$ cat src/rtl/pulse_stretch_pkg.sv
// Shared types for the pulse stretcher: FSM state encoding.
package pulse_stretch_pkg;

  // 2-bit state encoding shared with the rest of the serial-multiplier slice
  typedef enum logic [1:0] {
    ST_IDLE   = 2'b00,
    ST_ACTIVE = 2'b01,
    ST_DONE   = 2'b10,
    ST_HOLD   = 2'b11
  } state_t;

endpackage

$ cat src/rtl/pulse_stretch_load_down_counter.sv
// Loadable down-counter with a registered "count equals one" flag.
module load_down_counter #(
  parameter int unsigned WIDTH = 5
) (
  input  logic             clk,
  input  logic             rst,
  input  logic             load,
  input  logic [WIDTH-1:0] load_val,
  input  logic             dec,
  output logic [WIDTH-1:0] count,
  output logic             is_one
);

  logic [WIDTH-1:0] count_nxt;

  // Load has priority over decrement
  always_comb begin
    count_nxt = count;
    if (load) begin
      count_nxt = load_val;
    end else if (dec) begin
      count_nxt = count - WIDTH'(1);
    end
  end

  // Count register; is_one is registered alongside so it tracks count exactly
  always_ff @(posedge clk or negedge rst) begin
    if (!rst) begin
      count  <= '0;
      is_one <= 1'b0;
    end else begin
      count  <= count_nxt;
      is_one <= (count_nxt == WIDTH'(1));
    end
  end

endmodule

$ cat src/rtl/pulse_stretch.sv
// Stretches a one-cycle trigger into a level held for len cycles, then pulses done.
module pulse_stretch
  import pulse_stretch_pkg::*;
#(
  parameter int unsigned WIDTH   = 5,
  parameter int unsigned HOLDOFF = 2,
  parameter bit          RETRIG  = 1'b0
) (
  input  logic             clk,
  input  logic             rst,
  input  logic             trig,
  input  logic [WIDTH-1:0] len,
  output logic             level,
  output logic             busy,
  output logic             done,
  output logic             dropped
);

  localparam int unsigned      MAX_CNT   = (1 << WIDTH) - 1;
  localparam bit               HAS_HOLD  = (HOLDOFF != 0);
  localparam logic [WIDTH-1:0] HOLD_LOAD = WIDTH'(HOLDOFF);

  // Holdoff must be representable in the shared counter
  if (HOLDOFF > MAX_CNT) begin : g_holdoff_check
    $error("pulse_stretch: HOLDOFF does not fit in WIDTH bits");
  end

  state_t           state;
  state_t           state_nxt;
  logic             cnt_load;
  logic [WIDTH-1:0] cnt_load_val;
  logic             cnt_dec;
  logic [WIDTH-1:0] cnt_count;
  logic             cnt_is_one;
  logic             drop_c;
  logic             len_zero_c;

  assign len_zero_c = (len == '0);

  // One counter serves both the ACTIVE hold and the HOLD gap
  load_down_counter #(
    .WIDTH (WIDTH)
  ) u_cnt (
    .clk      (clk),
    .rst      (rst),
    .load     (cnt_load),
    .load_val (cnt_load_val),
    .dec      (cnt_dec),
    .count    (cnt_count),
    .is_one   (cnt_is_one)
  );

  // Next-state, counter control and drop detection
  always_comb begin
    state_nxt    = state;
    cnt_load     = 1'b0;
    cnt_load_val = len;
    cnt_dec      = 1'b0;
    drop_c       = 1'b0;
    case (state)
      ST_IDLE: begin
        if (trig) begin
          if (len_zero_c) begin
            state_nxt = ST_DONE;
          end else begin
            state_nxt = ST_ACTIVE;
            cnt_load  = 1'b1;
          end
        end
      end
      ST_ACTIVE: begin
        if (trig && RETRIG && !len_zero_c) begin
          cnt_load = 1'b1;
        end else if (trig && RETRIG) begin
          state_nxt = ST_DONE;
        end else begin
          drop_c = trig;
          if (cnt_is_one) begin
            state_nxt = ST_DONE;
          end else begin
            cnt_dec = |cnt_count;
          end
        end
      end
      ST_DONE: begin
        drop_c = trig;
        if (HAS_HOLD) begin
          state_nxt    = ST_HOLD;
          cnt_load     = 1'b1;
          cnt_load_val = HOLD_LOAD;
        end else begin
          state_nxt = ST_IDLE;
        end
      end
      ST_HOLD: begin
        drop_c = trig;
        if (cnt_is_one) begin
          state_nxt = ST_IDLE;
        end else begin
          cnt_dec = |cnt_count;
        end
      end
      default: begin
        state_nxt = ST_IDLE;
      end
    endcase
  end

  // State register
  always_ff @(posedge clk or negedge rst) begin
    if (!rst) begin
      state <= ST_IDLE;
    end else begin
      state <= state_nxt;
    end
  end

  // Registered output decode of the state flops
  always_ff @(posedge clk or negedge rst) begin
    if (!rst) begin
      level   <= 1'b0;
      busy    <= 1'b0;
      done    <= 1'b0;
      dropped <= 1'b0;
    end else begin
      level   <= (state == ST_ACTIVE);
      busy    <= (state != ST_IDLE);
      done    <= (state == ST_DONE);
      dropped <= drop_c;
    end
  end

endmodule

$ cat config.mk
export PLATFORM = sky130hd
export DESIGN_NAME = pulse_stretch
export DESIGN_NICKNAME = d
export VERILOG_FILES = /design/src/rtl/pulse_stretch_pkg.sv /design/src/rtl/pulse_stretch_load_down_counter.sv /design/src/rtl/pulse_stretch.sv
export SDC_FILE = /design/constraint.sdc
export NUM_CORES = 1
export LEC_CHECK = 0
export CORE_UTILIZATION = 46
export DETAILED_ROUTE_END_ITERATION = 10
export PLACE_DENSITY_LB_ADDON = 0.2
export SYNTH_ARGS = -nofsm -noshare
export SYNTH_HDL_FRONTEND = slang
export SYNTH_SLANG_ARGS = --single-unit
$ cat constraint.sdc
create_clock -name clk -period 4.94 [get_ports clk]
set_clock_uncertainty 0.05 [all_clocks]
set_input_delay 0.988 -clock clk [delete_from_list [all_inputs] [get_ports clk]]
set_output_delay 0.988 -clock clk [all_outputs]
set_load 0.005 [all_outputs]
==> summary.txt <==
STATUS
----------------------------------------------------------------------------------------
Run status                                                                  complete, no violations

POWER
----------------------------------------------------------------------------------------
Cell area power density                                                       626 nW/um2
Max VDD drop                                                                    0.306 mV
Standby leakage power                                                           0.372 nW

DETAILED ROUTING
----------------------------------------------------------------------------------------
Per-cell routed wire length                                                      12.9 um
Via total after detailed routing                                                     533
Number of nets with antenna violations after routing                                   0
Detailed Routing Iterations Pass 1                                                     4
First-iteration detailed-routing DRC count                                            26
Post-DR vias/cell                                                                   5.67
Total wirelength of the detailed-routed design                                   1.21 mm
Top layer used by detailed routing                                                  met4
Met3 Routed Length                                                                 58 um
WL met2                                                                           507 um
DRC                                                                                    0
Post-route met1 wirelength                                                        611 um

FLOORPLAN
----------------------------------------------------------------------------------------
Initial cell density of the core                                                   0.504
Die height                                                                       40.2 um
Top-Level Pins                                                                        12
Die extent in x                                                                  40.2 um
Rows                                                                                  13
Die outline area                                                                1620 um2
Core Area                                                                       1330 um2

SYNTHESIS
----------------------------------------------------------------------------------------
Top post-synthesis cells by area                                            sky130_fd_sc_hd__dfrtp_1 45%, sky130_fd_sc_hd__ha_1 11%, sky130_fd_sc_hd__o21ai_0 5.2%
Share of synthesized area occupied by flip-flops and latches                       0.447
Proportion of synthesized flip-flops having asynchronous set or reset               1.00
Cell with the most instances after synthesis                                sky130_fd_sc_hd__dfrtp_1
Warnings, synthesis                                                                    0
Post-synthesis net count                                                              78
Post-synthesis instance area                                                     672 um2
Most frequent cells after synthesis                                         12 x sky130_fd_sc_hd__dfrtp_1, 7 x sky130_fd_sc_hd__o21ai_0, 6 x sky130_fd_sc_hd__ha_1, 6 x sky130_fd_sc_hd__inv_1, 5 x sky130_fd_sc_hd__nor3_1
Most common flop cell mapped by yosys                                       sky130_fd_sc_hd__dfrtp_1
Share of the synthesized area in the top cell type                                 0.447
Number of instances in the synthesized netlist                                        64
Number of enable flip-flop cells after synthesis                                       0
Library cell occupying the most area in the post-synthesis netlist          sky130_fd_sc_hd__dfrtp_1
Yosys reg bits                                                                        12
Mapped Avg Cell Area                                                            10.5 um2
Count of cell types in the netlist                                                    25

LAYOUT
----------------------------------------------------------------------------------------
Area Growth Syn to Fin                                                             24.6%
Share of layout cells above drive strength 1                                       0.139
Sequential cell area in the final layout                                         300 um2
Diodes inserted                                                                        0
Final Core Density                                                                 0.628
Total area of multi-input combinational cells                                    349 um2
Fin nets                                                                              94
Number of filler instances in the final layout                                       116

TIMING
----------------------------------------------------------------------------------------
Final Cycle Share                                                                  0.563
Slew Limit Headroom                                                                0.644
Final hold violation count                                                             0
Tightest Pin Transition                                                         0.532 ns
Hold Worst Slack                                                                0.508 ns
Unrepaired setup endpoints after global routing                                    false
Count of final max-slew check failures                                                 0
Final setup violation count                                                            0
Final setup TNS                                                                     0 ns
Max frequency                                                                  0.360 GHz
Time the final worst path needs with I/O delays and setup                        2.78 ns

CLOCK NETWORK
----------------------------------------------------------------------------------------
Post-CTS resize count                                                                  0
Clk sinks                                                                             12
Maximum root-to-sink buffer count                                                      2
Count of H-tree levels built during CTS                                                1
Clock root buffer                                                           sky130_fd_sc_hd__clkbuf_4
Clock Pin Slew Worst Setup and Hold Paths                                        0.07 ns
Cts-stage hold buffer count                                                            0
Clk_lat worst skew                                                               0.27 ns
Clock tree from TritonCTS                                                          built
Post-CTS setup buffer count                                                            0
TritonCTS Buffers                                                                      3

GLOBAL ROUTING
----------------------------------------------------------------------------------------
Remaining Overflow, GRT                                                                0
Antenna violations before repair                                                       0
Global routing usage summed across all routing layers                              0.191
Via count of the first global-routing pass                                           471
Maximum number of pins on one net before global-route repair                          13
Global-route wire length before repair                                           1.99 mm

WORST SETUP PATH
----------------------------------------------------------------------------------------
CP Class                                                                    input port to flop
R2R Setup Slk                                                                    2.74 ns
Critical path peak fanout                                                              5
Critical path arrival                                                            2.91 ns
Required time at the endpoint of the critical path                               5.07 ns
Register-to-Register Path Depth                                                        7
CP Launch Type                                                                input port
Kind of capture point of the worst setup path                                       flop

FLOW RUN
----------------------------------------------------------------------------------------
Maxcap violations                                                                      0

WORST HOLD PATH
----------------------------------------------------------------------------------------
Hold Path Cell Cnt                                                                     1
Worst hold path type                                                        flop to flop

PLACE
----------------------------------------------------------------------------------------
Final estimated routing congestion in global placement                             0.842
Port buffer count                                                                     11
Total half-perimeter wirelength after legalization and detailed placement         937 um

-- state kept, by name, summed over array words and instances (netlist names) --
name and cells:
level 1, busy 1, state 2, u_cnt.is_one 1, done 1, u_cnt.count 5, dropped 1
-- cells in the final DEF, fill, tap and decap left out, drive strengths merged, types with 2 or more instances in the layout --
master / n
dfrtp: 12
clkdlybuf4s50: 11
o21ai: 7
inv: 6
ha: 6
nor3: 5
nor2: 4
clkbuf: 4
a21oi: 3
or4: 2
nor2b: 2
nand2: 2
-- critical path, stage by stage --
cell and delay [ns]:
sky130_fd_sc_hd__clkdlybuf4s50_1 0.42, sky130_fd_sc_hd__or4_4 0.57, sky130_fd_sc_hd__o211ai_4 0.23, sky130_fd_sc_hd__nor2_1 0.09, sky130_fd_sc_hd__or4_4 0.48, sky130_fd_sc_hd__nor4_2 0.13
-- routing by layer --
metal | global-route usage | vias up
li1 | - | 263
met1 | 0.258 | 241
met2 | 0.278 | 24
met3 | 0.0333 | 5
met4 | 0.125 | 0
met5 | 0 | -
-- through the flow --
stage          total power [W]  cells  area [um2]  setup slack [ns]
2_1_floorplan         0.000367     64         672              2.40
3_3_place_gp          0.000444     90         801              1.92
3_5_place_dp          0.000448     90         801              1.89
4_1_cts               0.000527     94         837              2.17
5_1_grt               0.000575     94         837              2.13
6_report              0.000524     94         837              2.16
-- layout make-up --
cell class,count,share of cell area
repair buffers,11,0.132
flip-flops and latches,12,0.359
multi-input cells,46,0.417
well taps,15,0.0224
clock buffers,4,0.0433
inverters,6,0.0269
-- worst paths after layout --
check	startpoint	end
max	len[0]	u_cnt.is_one$_DFF_PN0_
min	state[1]$_DFFE_PN0P_	state[1]$_DFFE_PN0P_
max reg2reg	state[1]$_DFFE_PN0P_	u_cnt.is_one$_DFF_PN0_
min reg2reg	state[1]$_DFFE_PN0P_	state[1]$_DFFE_PN0P_
max in group asynchronous	rst	u_cnt.is_one$_DFF_PN0_
min in group asynchronous	rst	state[1]$_DFFE_PN0P_
-- where the power goes --
| group | internal (W) | switching, W | total [W] |
|---|---|---|---|
| clock | 0.0000448 | 0.0000329 | 0.0000776 |
| combinational | 0.000130 | 0.000141 | 0.000271 |
| sequential | 0.000144 | 0.0000319 | 0.000176 |
-- logic make-up after synthesis --
logic type,after synthesis,synth area share
simple gates,21,0.199
compound gates,19,0.209
flops,12,0.447
buf+inv,6,0.0335
fa+ha+maj,6,0.112
No activity file was read; power rests on OpenSTA's default activity.
